**src/rtl/activation_write_arbiter_pkg.sv**
```systemverilog
// NVP_v1_constants: activation-buffer geometry shared by the write path, plus the write-arbiter state type
package NVP_v1_constants;
  localparam int ACTIVATION_BANK_BIT_WIDTH = 16;
  localparam int ACTIVATION_BUFFER_BANK_COUNT = 4;
  localparam int ACTIVATION_LINE_BUFFER_DEPTH = 16;
  localparam int NUMBER_OF_ACTIVATION_LINE_BUFFERS = 8;
  typedef enum logic [1:0] {IDLE, STREAM, DROP} act_wr_arb_state_t;
endpackage

```
**src/rtl/activation_write_arbiter_rr_arbiter.sv**
```systemverilog
// rr_arbiter: combinational round-robin pick, searching from the stream after last_winner
// Ports: req (request vector), last_winner (index of previous owner),
//        grant (one-hot pick, zero if no request), idx (binary index of the pick)
module rr_arbiter #(
  parameter int NUM_STREAMS = 3,
  localparam int SW = NUM_STREAMS > 1 ? $clog2(NUM_STREAMS) : 1
) (
  input  logic [NUM_STREAMS-1:0] req,
  input  logic [SW-1:0]          last_winner,
  output logic [NUM_STREAMS-1:0] grant,
  output logic [SW-1:0]          idx
);
  always_comb begin
    grant = '0;
    idx = '0;
    for (int i = NUM_STREAMS; i >= 1; i--)
      if (req[(int'(last_winner) + i) % NUM_STREAMS]) begin
        idx = SW'((int'(last_winner) + i) % NUM_STREAMS);
        grant = NUM_STREAMS'(1) << idx;
      end
  end
endmodule

```
**src/rtl/activation_write_arbiter.sv**
```systemverilog
// activation_write_arbiter: packet-level round-robin arbiter and bank-rotating write sequencer for the activation buffer
// Ports: clk/resetn (async active-low); s_* AXI-stream sources; i_stream_ptr target line buffer per stream;
//        i_enable gates new grants; i_bank_ready per-bank ready; o_wen/o_addr/o_data registered write port;
//        o_write_port_enable, o_grant, o_packet_done, o_overflow status.
// Option: ACT_WRITE_ARB_OVERFLOW_GUARD_EN adds overflow detection, the DROP state and sticky o_overflow;
//         without it line_addr silently wraps and writing continues.
module activation_write_arbiter
  import NVP_v1_constants::*;
#(
  parameter int NUM_STREAMS = 3,
  parameter int DATA_WIDTH = ACTIVATION_BANK_BIT_WIDTH,
  parameter int BANK_COUNT = ACTIVATION_BUFFER_BANK_COUNT,
  parameter int LB_DEPTH = ACTIVATION_LINE_BUFFER_DEPTH,
  parameter int NUM_LB = NUMBER_OF_ACTIVATION_LINE_BUFFERS,
  localparam int LB_SEL_W = $clog2(NUM_LB),
  localparam int ADDR_W = $clog2(LB_DEPTH)
) (
  input  logic                                   clk,
  input  logic                                   resetn,
  input  logic [NUM_STREAMS-1:0][DATA_WIDTH-1:0] s_tdata,
  input  logic [NUM_STREAMS-1:0]                 s_tvalid,
  input  logic [NUM_STREAMS-1:0]                 s_tlast,
  output logic [NUM_STREAMS-1:0]                 s_tready,
  input  logic [NUM_STREAMS-1:0][LB_SEL_W-1:0]   i_stream_ptr,
  input  logic                                   i_enable,
  input  logic [NUM_LB-1:0][BANK_COUNT-1:0]      i_bank_ready,
  output logic [NUM_LB-1:0][BANK_COUNT-1:0]      o_wen,
  output logic [ADDR_W-1:0]                      o_addr,
  output logic [DATA_WIDTH-1:0]                  o_data,
  output logic                                   o_write_port_enable,
  output logic [NUM_STREAMS-1:0]                 o_grant,
  output logic                                   o_packet_done,
  output logic                                   o_overflow
);
  localparam int SW = NUM_STREAMS > 1 ? $clog2(NUM_STREAMS) : 1;
  localparam int BW = BANK_COUNT > 1 ? $clog2(BANK_COUNT) : 1;
  act_wr_arb_state_t state_q, state_d;
  logic [NUM_STREAMS-1:0] pick;
  logic [SW-1:0] pick_idx, sel_q, last_q;
  logic [LB_SEL_W-1:0] ptr_q;
  logic [BW-1:0] bank_ptr;
  logic [ADDR_W-1:0] line_addr;
  logic open, start, accept, write, done, wrap, line_end, ovf;
  rr_arbiter #(.NUM_STREAMS(NUM_STREAMS)) u_rr (
    .req(s_tvalid), .last_winner(last_q), .grant(pick), .idx(pick_idx)
  );
  // DROP drains the owner unconditionally; STREAM needs the whole target line buffer ready
  assign open = state_q == DROP || (state_q == STREAM && &i_bank_ready[ptr_q]);
  assign s_tready = open ? NUM_STREAMS'(1) << sel_q : '0;
  assign start = state_q == IDLE && i_enable && |s_tvalid;
  assign accept = open && s_tvalid[sel_q];
  assign write = accept && state_q == STREAM;
  assign done = accept && s_tlast[sel_q];
  assign wrap = bank_ptr == BW'(BANK_COUNT - 1);
  assign line_end = line_addr == ADDR_W'(LB_DEPTH - 1);
`ifdef ACT_WRITE_ARB_OVERFLOW_GUARD_EN
  assign ovf = write && !done && wrap && line_end;
`else
  assign ovf = 1'b0;
`endif
  always_comb begin
    state_d = state_q;
    if (start) state_d = STREAM;
    else if (done) state_d = IDLE;
    else if (ovf) state_d = DROP;
  end
  always_ff @(posedge clk or negedge resetn) begin
    if (!resetn) begin
      state_q <= IDLE;
      o_grant <= '0;
      sel_q <= '0;
      last_q <= SW'(NUM_STREAMS - 1);
      ptr_q <= '0;
      bank_ptr <= '0;
      line_addr <= '0;
      o_wen <= '0;
      o_addr <= '0;
      o_data <= '0;
      o_write_port_enable <= 1'b0;
      o_packet_done <= 1'b0;
      o_overflow <= 1'b0;
    end else begin
      state_q <= state_d;
      o_wen <= '0;
      o_write_port_enable <= write;
      o_packet_done <= done;
      o_overflow <= o_overflow | ovf;
      if (start) begin
        o_grant <= pick;
        sel_q <= pick_idx;
        ptr_q <= i_stream_ptr[pick_idx];
      end
      if (done) begin
        o_grant <= '0;
        last_q <= sel_q;
        bank_ptr <= '0;
        line_addr <= '0;
      end else if (write) begin
        bank_ptr <= wrap ? '0 : bank_ptr + 1'b1;
        if (wrap) line_addr <= line_end ? '0 : line_addr + 1'b1;
      end
      if (write) begin
        o_wen[ptr_q][bank_ptr] <= 1'b1;
        o_addr <= line_addr;
        o_data <= s_tdata[sel_q];
      end
    end
  end
endmodule

```
**config.mk**
```make
export PLATFORM = sky130hd
export DESIGN_NAME = activation_write_arbiter
export DESIGN_NICKNAME = d
export VERILOG_FILES = /design/src/rtl/activation_write_arbiter_pkg.sv /design/src/rtl/activation_write_arbiter_rr_arbiter.sv /design/src/rtl/activation_write_arbiter.sv
export SDC_FILE = /design/constraint.sdc
export NUM_CORES = 1
export LEC_CHECK = 0
export ABC_AREA = 1
export ABC_CLOCK_PERIOD_IN_PS = 2900
export BUFFER_PORTS_ARGS = -buffer_cell sky130_fd_sc_hd__clkbuf_2
export CORE_MARGIN = 10
export CORE_UTILIZATION = 51
export DETAILED_ROUTE_END_ITERATION = 10
export GPL_TIMING_DRIVEN = 0
export PLACE_DENSITY = 0.85
export RECOVER_POWER = 100
export SETUP_SLACK_MARGIN = 0.3
export SYNTH_ARGS = -nofsm -noshare
export SYNTH_HDL_FRONTEND = slang
export SYNTH_SLANG_ARGS = --single-unit
```
**constraint.sdc**
```tcl
create_clock -name clk -period 2.9 [get_ports clk]
set_clock_uncertainty 0.05 [all_clocks]
set_input_delay 0.29 -clock clk [delete_from_list [all_inputs] [get_ports clk]]
set_output_delay 0.29 -clock clk [all_outputs]
set_load 0.05 [all_outputs]
```
Word-level counts from Yosys, hierarchy flattened
Cells that the tools add are included.
W data, S select, Z words.
{"block": "classes", "eq_ne": 4, "n_mux": 42, "reduce_logical": 16, "n_div": 3, "n_addsub": 5, "shift": 4, "n_lt_le_gt_ge": 9}
{"op": "$lt A32 B4 Y1 const B", "count": 3}
{"op": "$mod A32 B3 Y32 const B", "count": 3}
{"op": "$bmux W16 S2", "count": 1}
{"op": "$mux W32", "count": 1}
{"op": "$mux W4", "count": 6}
{"op": "$mux W3", "count": 7}
{"op": "$mux W16", "count": 1}
{"op": "$mux W2", "count": 8}
{"op": "$bmux W4 S3", "count": 1}
{"op": "$demux W4 S3", "count": 1}
{"op": "$shl A1 B2 Y3 const A", "count": 4}
{"op": "$bmux W1 S2", "count": 5}
{"op": "$lt A2 B3 Y1 const B", "count": 3}
{"op": "$mux W1", "count": 9}
{"op": "$logic_and A1 B1 Y1", "count": 8}
{"op": "$add A2 B2 Y3 const B", "count": 2}
{"op": "$bmux W3 S2", "count": 1}
{"op": "$reduce_bool A2 Y1", "count": 3}
{"op": "$add A4 B1 Y4 const B", "count": 1}
{"op": "$eq A2 B2 Y1 const B", "count": 2}
{"op": "$eq A4 B4 Y1 const B", "count": 1}
{"op": "$lt A3 B4 Y1 const B", "count": 1}
{"op": "$reduce_and A4 Y1", "count": 1}
{"op": "$add A2 B1 Y3 const B", "count": 1}
{"op": "other kinds (9)", "count": 9}
{"block": "word_totals", "in_bits": 98, "ff_bits": 72, "wordCells": 102, "out_inout_bits": 61}

Longest topological paths before layout
Gate-level depths: netlist (run 1).
{"block": "logic_depth", "ltp_word": 10, "ltp_mapped": 14, "mapped_depth_nobuf": 14}

Modules after synthesis
From an unflattened synthesis (run 1), not the netlist that was laid out.
{"block": "unflattened", "hier_cells": 463, "area_unflattened_um2": 3691.0}
{"mod": "activation_write_arbiter", "seq_area_each_um2": 1778.0, "instances": 1, "cells_per_inst": 413, "area_each_um2": 3439.5}
{"mod": "rr_arbiter", "seq_area_each_um2": 0.0, "instances": 1, "cells_per_inst": 50, "area_each_um2": 251.5}

Worst setup path after synthesis (run 1)
Ideal clock, no wire load.
{"block": "synth_timing", "kind": "reg-to-output", "start": "reg ptr_q[0]", "end": "out s_tready[2]", "required_time_ns": 2.560, "arrival_ns": 2.237, "slack_ns": 0.323, "path_buffers": 1, "stages_incl_launch_ff": 13, "path_cell_list": "dfrtp_1 > inv_1 > buf_2 > nand2_1 > nand2_1 > nand2_1 > nand2_1 > nand2_1 > nand2_1 > nand3_1 > nor2_1 > inv_1 > nor3_1"}
{"block": "synth_between", "elab_chain_len": 6}
{"item": "start: declaration", "line_no": "activation_write_arbiter.sv:40", "text": "logic [LB_SEL_W-1:0] ptr_q;"}
{"item": "start signal: assignment", "line_no": "activation_write_arbiter.sv:91", "text": "ptr_q <= i_stream_ptr[pick_idx];"}
{"item": "$bmux W4 S3", "line_no": "activation_write_arbiter.sv:48", "text": "assign open = state_q == DROP || (state_q == STREAM && &i_bank_ready[ptr_q]);"}
{"item": "$mux W4 (not written as such)", "line_no": "activation_write_arbiter.sv:48"}
{"item": "$reduce_and A4 Y1", "line_no": "activation_write_arbiter.sv:48"}
{"item": "$logic_and A1 B1 Y1", "line_no": "activation_write_arbiter.sv:48"}
{"item": "$logic_or A1 B1 Y1", "line_no": "activation_write_arbiter.sv:48"}
{"item": "$mux W3", "line_no": "activation_write_arbiter.sv:49", "text": "assign s_tready = open ? NUM_STREAMS'(1) << sel_q : '0;"}
{"item": "end: declaration", "line_no": "activation_write_arbiter.sv:23", "text": "output logic [NUM_STREAMS-1:0] s_tready,"}
No other way between the ends. The select of a mux whose other input is x is not followed.

Worst setup path after layout (run 1)
{"block": "layout_timing", "start": "reg ptr_q[2]", "end": "out s_tready[2]"}
Same word-level chain as after synthesis.

==> impl_metrics.yaml, run 1 <==
sta:
  period_needed_ps: 2470
  rsz0062_at_grt: "false"
  finalCritPeriodShare_pct: 85.1
  hold_viol_final: 0
  tightest_slew_ps: 1720
  max_freq_mhz: 405
  tns_ps: 0
  slew_viol_final: 72
  setup_viol: 0
  maxSlewHeadroom_pct: -14.4
pwr:
  combPwrFrac_pct: 53.1
  p_leak_uw: 0.00263
  p_sw_uw: 2150
  seq_power_share_pct: 30.8
  p_int_uw: 2140
  switching_share_pct: 50.2
  design_power_total_uw: 4290
  power.share.clock_pct: 16.1
  ir_worst_vdd_uv: 520
  pwr_density_cell_nw_per_um2: 922
floorplan:
  ioPinCount: 159
  core_area_um2: 6870
  rows: 30
  die_y_um: 104
  initial_core_util_pct: 53.0
  die-area_um2: 10900
  die_w_um: 104
critical_path:
  crit_end: "s_tready[2]"
  cp-end-kind: "output port"
  regToRegEndpoint: "line_addr[0]"
  cp-startpoint: "ptr_q[2]"
  worst_ep_required_time_ps: 2560
  worstRegToRegCells: 10
  cp-start-kind: "flip-flop"
  cp_data_arrival_time_ps: 2130
  reg2reg_slack_ps: 480
  setup.worst_path.class: "reg2out"
  r2r_start: "ptr_q[2]"
  critPathMaxFanout: 10
clocking:
  clkTransAtPathRegs_ps: 80
  postCtsSetupBuffers: 0
  cts_sinks: 71
  cts_buffers: 9
  clock_latency_ps: 340
  htreeDepth: 3
  cts_tree: "done"
  clock_path_buffers: 2
  ctsRootBufferMaster: "clkbuf_8"
final_layout:
  drive_gt1_share_pct: 19.7
  synthToLayoutAreaGrowth_pct: 28.0
  nNetsFinal: 774
  diodes: 0
  layout_commonest_cell: "nand2_1"
  final_core_util_pct: 67.8
  final_cell_mix: "nand2_1, clkbuf_2, dfrtp_1"
place:
  place_congestion: 0.934
  portBuffers: 157
  dp_hpwl_um: 8630
synth:
  netlist_instances: 501
  synth.yosys.seq_area_share_pct: 48.9
  synth_area_um2: 3640
  synth.avg_cell_area_um2: 7.26
  synth_nets: 606
  synth_warnings: 0
  ys_seq_elements: 71
  yosysUniqueCellTypes: 24
detailed_routing:
  drtPass1Iterations: 5
  wl_met3_um: 664
  wl_per_cell_um: 14.3
  route.met2.wl_um: 5470
  vias_per_cell: 4.96
  antenna_left: 0
  drt_wl_total_um: 11000
  m1WireLength_um: 4540
  route.vias.total: 3820
  drt-initial-drc-count: 159
  drc: 0
  routed.top_layer: "met4"
grt:
  grt_util_all_layers_pct: 19.6
  grt_pass1_wl_um: 17700
  grt_antenna_before_repair: 0
  grt_max_degree: 72
  grt_pass1_vias: 3756
  overflow: 0
run_status:
  outcome: "complete, but fails checks"
  violations: "capacitance limit, slew limit"
worst_hold_path:
  hp-class: "in2reg"
run:
  cap_violations: 1
[worst min-delay path by stage]
| stage | depth (start not counted) | start | end |
|---|---|---|---|
| 3_5_place_dp | 2 | o_data[8] | o_data[8] |
| 6_report | 5 | s_tdata[40] | o_data[8] |
| 2_1_floorplan | 0 | resetn | bank_ptr[0] |
| 3_3_place_gp | 2 | o_data[4] | o_data[4] |
| 4_1_cts | 1 | resetn | o_addr[1] |
| 5_1_grt | 5 | s_tdata[39] | o_data[7] |
[critical path: stages (launching register included)]
cell and delay [ps]:
dfrtp_1 360, clkbuf_1 220, inv_1 280, nand2_1 80, nand2_1 80, nand3_2 100
nor2_2 100, inv_1 80, nor3_1 150, clkbuf_2 340
[cell families after synthesis]
logic type / Yosys count / synth area share, %
and+or+nand+nor: 351 / 39.6
AOI/OAI and AO/OA: 19 / 2.89
buffers and inverters: 50 / 5.64
DFF: 71 / 48.9
other: 1 / 0.103
xor gates and xnor gates: 2 / 0.482
adders and majority gates: 7 / 2.41
[layout make-up]
cell class / instances / area, um^2
Inverter: 29 / 109
Clock inverter: 6 / 36.3
Clock buffer: 10 / 138
Multi-Input combinational cell: 380 / 1660
Fill cell: 663 / 2210
Sequential cell: 71 / 1780
Timing Repair Buffer: 157 / 714
Tap cell: 96 / 120
Buffer: 21 / 97.6
[power groups by stage]
stage	clock network (uW)	logic [uW]	registers [uW]
detailed placement	0	2290	1330
floorplan	0	1260	1780
global route	740	2540	1350
finish	691	2280	1320
global placement	0	2230	1320
CTS	698	2290	1320
[metrics by stage]
step                      hold WS (ps)  cells  area [um^2]  setup WS [ps]
final                              199    770         4660            433
after detailed placement           414    754         4550            631
after global routing               228    770         4660            208
after global placement             413    754         4540            672
after CTS                         89.9    770         4720            334
after floorplan                  -55.6    501         3640            323
[state kept, by name (all words and copies together) (netlist names)]
signal,cells
o_wen,32
o_data,16
line_addr,4
o_addr,4
o_grant,3
ptr_q,3
bank_ptr,2
last_q,2
sel_q,2
o_packet_done,1
o_write_port_enable,1
state_q,1
[Yosys cell counts (all sizes together)]
library cell  number  area share (%)
o21bai             1            0.21
o31ai              1            0.21
nand3             60             8.3
clkbuf            10             1.0
conb               1            0.10
buf               11             1.6
nand4              5            0.86
ha                 7             2.4
nand2            231              24
xor2               2            0.48
nor2              44             4.5
nand3b             5             1.0
o211ai             2            0.41
inv               29             3.0
dfstp              1            0.72
or2                4            0.69
a21oi              3            0.41
dfrtp             70              48
nor3               2            0.41
o21ai             12             1.7
[per-layer routing]
layer / global-route usage (%) / vias to the layer above
met3: 4.71 / 28
met4: 9.15 / 0
li1: - / 1903
met5: 0 / -
met1: 22.5 / 1742
met2: 33.3 / 147
[repair_timing]
item,in CTS,in global routing
endpoints found under the setup margin,0,3
resized for setup,0,12
hold buffers,0,0
Power figures use the tool's default switching activity.
==> run 2, diff against run 1 <==
--- a/config.mk
+++ b/config.mk
@@ -11,7 +11,6 @@
 export CORE_MARGIN = 10
 export CORE_UTILIZATION = 51
 export DETAILED_ROUTE_END_ITERATION = 10
-export GPL_TIMING_DRIVEN = 0
 export PLACE_DENSITY = 0.85
 export RECOVER_POWER = 100
 export SETUP_SLACK_MARGIN = 0.3
==> run 2 against run 1 <==
- clock power is 39% higher
- clock-buffer cell count is 1 lower
- critical endpoint is now s_tready[0]
- largest cell class unchanged
- cell count is 1.2% lower
- worst hold slack worse by 8.2 ps
- critical path depth is 3 higher
- core utilization is 1.9 points higher
- register-to-register slack better by 20 ps
- combinational power is 4% higher
- the flow still finishes with violations (capacitance limit, slew limit)
- flip-flop and latch count stayed put
- design area is 2.8% higher
- largest power group unchanged
==> impl_metrics.yaml, run 2 (synthesis results as in run 1) <==
detailed_routing:
  drc: 0
  drt-initial-drc-count: 274
  vias_per_cell: 5.11
  drt_wl_total_um: 11400
  route.vias.total: 3885
  antenna_left: 0
  drtPass1Iterations: 6
  wl_per_cell_um: 15.0
grt:
  grt_max_degree: 72
  grt_util_all_layers_pct: 20.1
  grt_antenna_before_repair: 0
  overflow: 0
  grt_pass1_vias: 3793
  grt_pass1_wl_um: 18200
critical_path:
  worst-path-buf-inv: 3
  worst_ep_required_time_ps: 2560
  cp-end-kind: "output port"
  worstRegToRegCells: 9
  cp_data_arrival_time_ps: 2160
  crit_slowest_cell: "dfrtp_2"
  setup.worst_path.class: "reg2out"
  cp-start-kind: "flip-flop"
  cp-startpoint: "ptr_q[0]"
  reg2reg_slack_ps: 500
  critPathMaxFanout: 7
  r2r_start: "sel_q[0]"
  regToRegEndpoint: "o_grant[1]"
  slowest_delay_ps: 500
  crit_top_cell: "nand2_1"
  crit_chain: "clkinvlp_2 -> nand2_1 -> nand2_1 -> nand2_1 -> nand2_1 -> nand2_1 -> nand2_1 -> nand2_2 -> nor2_2 -> inv_2 -> nor2_1 -> buf_6"
  cpLargestDelayFamily: "simple AND/OR/NAND/NOR gates"
clocking:
  clock_path_buffers: 2
  clock_latency_ps: 350
  clkTransAtPathRegs_ps: 80
  ctsRootBufferMaster: "clkbuf_8"
  htreeDepth: 3
  cts_sinks: 71
  cts_buffers: 9
  cts_tree: "done"
worst_hold_path:
  hold_depth: 5
  hp-class: "in2reg"
  min-delay-start: "s_tdata[40]"
  hold_end: "o_data[8]"
sta:
  finalCritPeriodShare_pct: 86.0
  max_freq_mhz: 401
  setup_ws_ps: 405
  slew_viol_final: 72
  maxSlewHeadroom_pct: -11.2
  setup_viol: 0
  tns_ps: 0
  rsz0062_at_grt: "false"
  tightest_slew_ps: 1670
  hold_viol_final: 0
  period_needed_ps: 2500
final_layout:
  largest_reg_flops: 32
  synthToLayoutAreaGrowth_pct: 31.5
  drive_gt1_share_pct: 21.5
  reg.largest.list: "o_wen: 32 flops, o_data: 16 flops"
  nNetsFinal: 765
  instances_no_fill: 761
  diodes: 0
  layout_commonest_cell: "nand2_1"
  final_core_util_pct: 69.7
  final_cell_mix: "nand2_1, clkbuf_2, dfrtp_1"
  top_register: "o_wen"
floorplan:
  die_w_um: 104
  initial_core_util_pct: 53.0
  die-area_um2: 10900
  ioPinCount: 159
  core_area_um2: 6870
  rows: 30
  die_y_um: 104
pwr:
  pwr_density_cell_nw_per_um2: 978
  design_power_total_uw: 4680
  p_leak_uw: 0.00267
  ir_worst_vdd_uv: 612
place:
  dp_hpwl_um: 8400
  dp.cells: 741
  place_congestion: 0.919
  place_ws_ps: 324
  portBuffers: 157
run_status:
  outcome: "complete, but fails checks"
  violations: "capacitance limit, slew limit"
run:
  cap_violations: 1
-- run 2: cell count changes in the layout (fill, tap and decap cells not counted), moves of 3 or more --
cell,delta
buf_2,-5
buf_4,+4
bufinv_16,+3
clkbuf_1,-11
clkinv_2,-3
-- run 2: metal layers --
layer  up-vias  track usage, %  wire [um]
li1       1884               -          -
met1      1795            23.7       4540
met2       176            34.2       5700
met3        30            6.07        908
met4         0            5.96        273
met5         -               0          0
-- run 2: cell type report --
| type | instances | area (um^2) |
|---|---|---|
| sequential | 71 | 1780 |
| timing repair inverter | 2 | 12.5 |
| fill | 598 | 2080 |
| clock inverter | 7 | 120 |
| multi-input combinational | 380 | 1690 |
| tap | 96 | 120 |
| timing repair buffer | 167 | 830 |
| clock buffer | 9 | 124 |
| inverter | 29 | 113 |
-- run 2: through the flow --
stage	area, um^2	hold WS, ps
floorplan	3640	-55.6
global placement	4510	413
detailed placement	4510	420
CTS	4780	115
global route	4790	215
finish	4790	190
-- run 2: power breakdown --
part	internal (uW)	switching [uW]	total, uW	leakage [uW]
Combinational	664	1700	2360	0.00159
Sequential	1190	164	1350	0.000956
Clock	574	388	962	0.000120
-- run 2: repair_timing --
action	in CTS	in global routing
gates resized for setup	6	16
buffers inserted	0	1
setup endpoints to repair	3	66
gates cloned	1	2
pin swaps	0	1
hold buffers	0	0
-- run 2: worst max-delay path by stage --
stage / end / cells after the start
floorplan: s_tready[2] / 12
global placement: o_grant[1] / 9
detailed placement: last_q[0] / 9
CTS: s_tready[0] / 12
global route: s_tready[2] / 12
finish: s_tready[0] / 12
-- run 2: worst register-to-register path: cells and delay by family, from the launching register on --
family,cells,cell delay (ps)
AND/OR/NAND/NOR,4,920
AO/OA/AOI/OAI,2,500
buffers and inverters,3,440
flip-flops,1,390
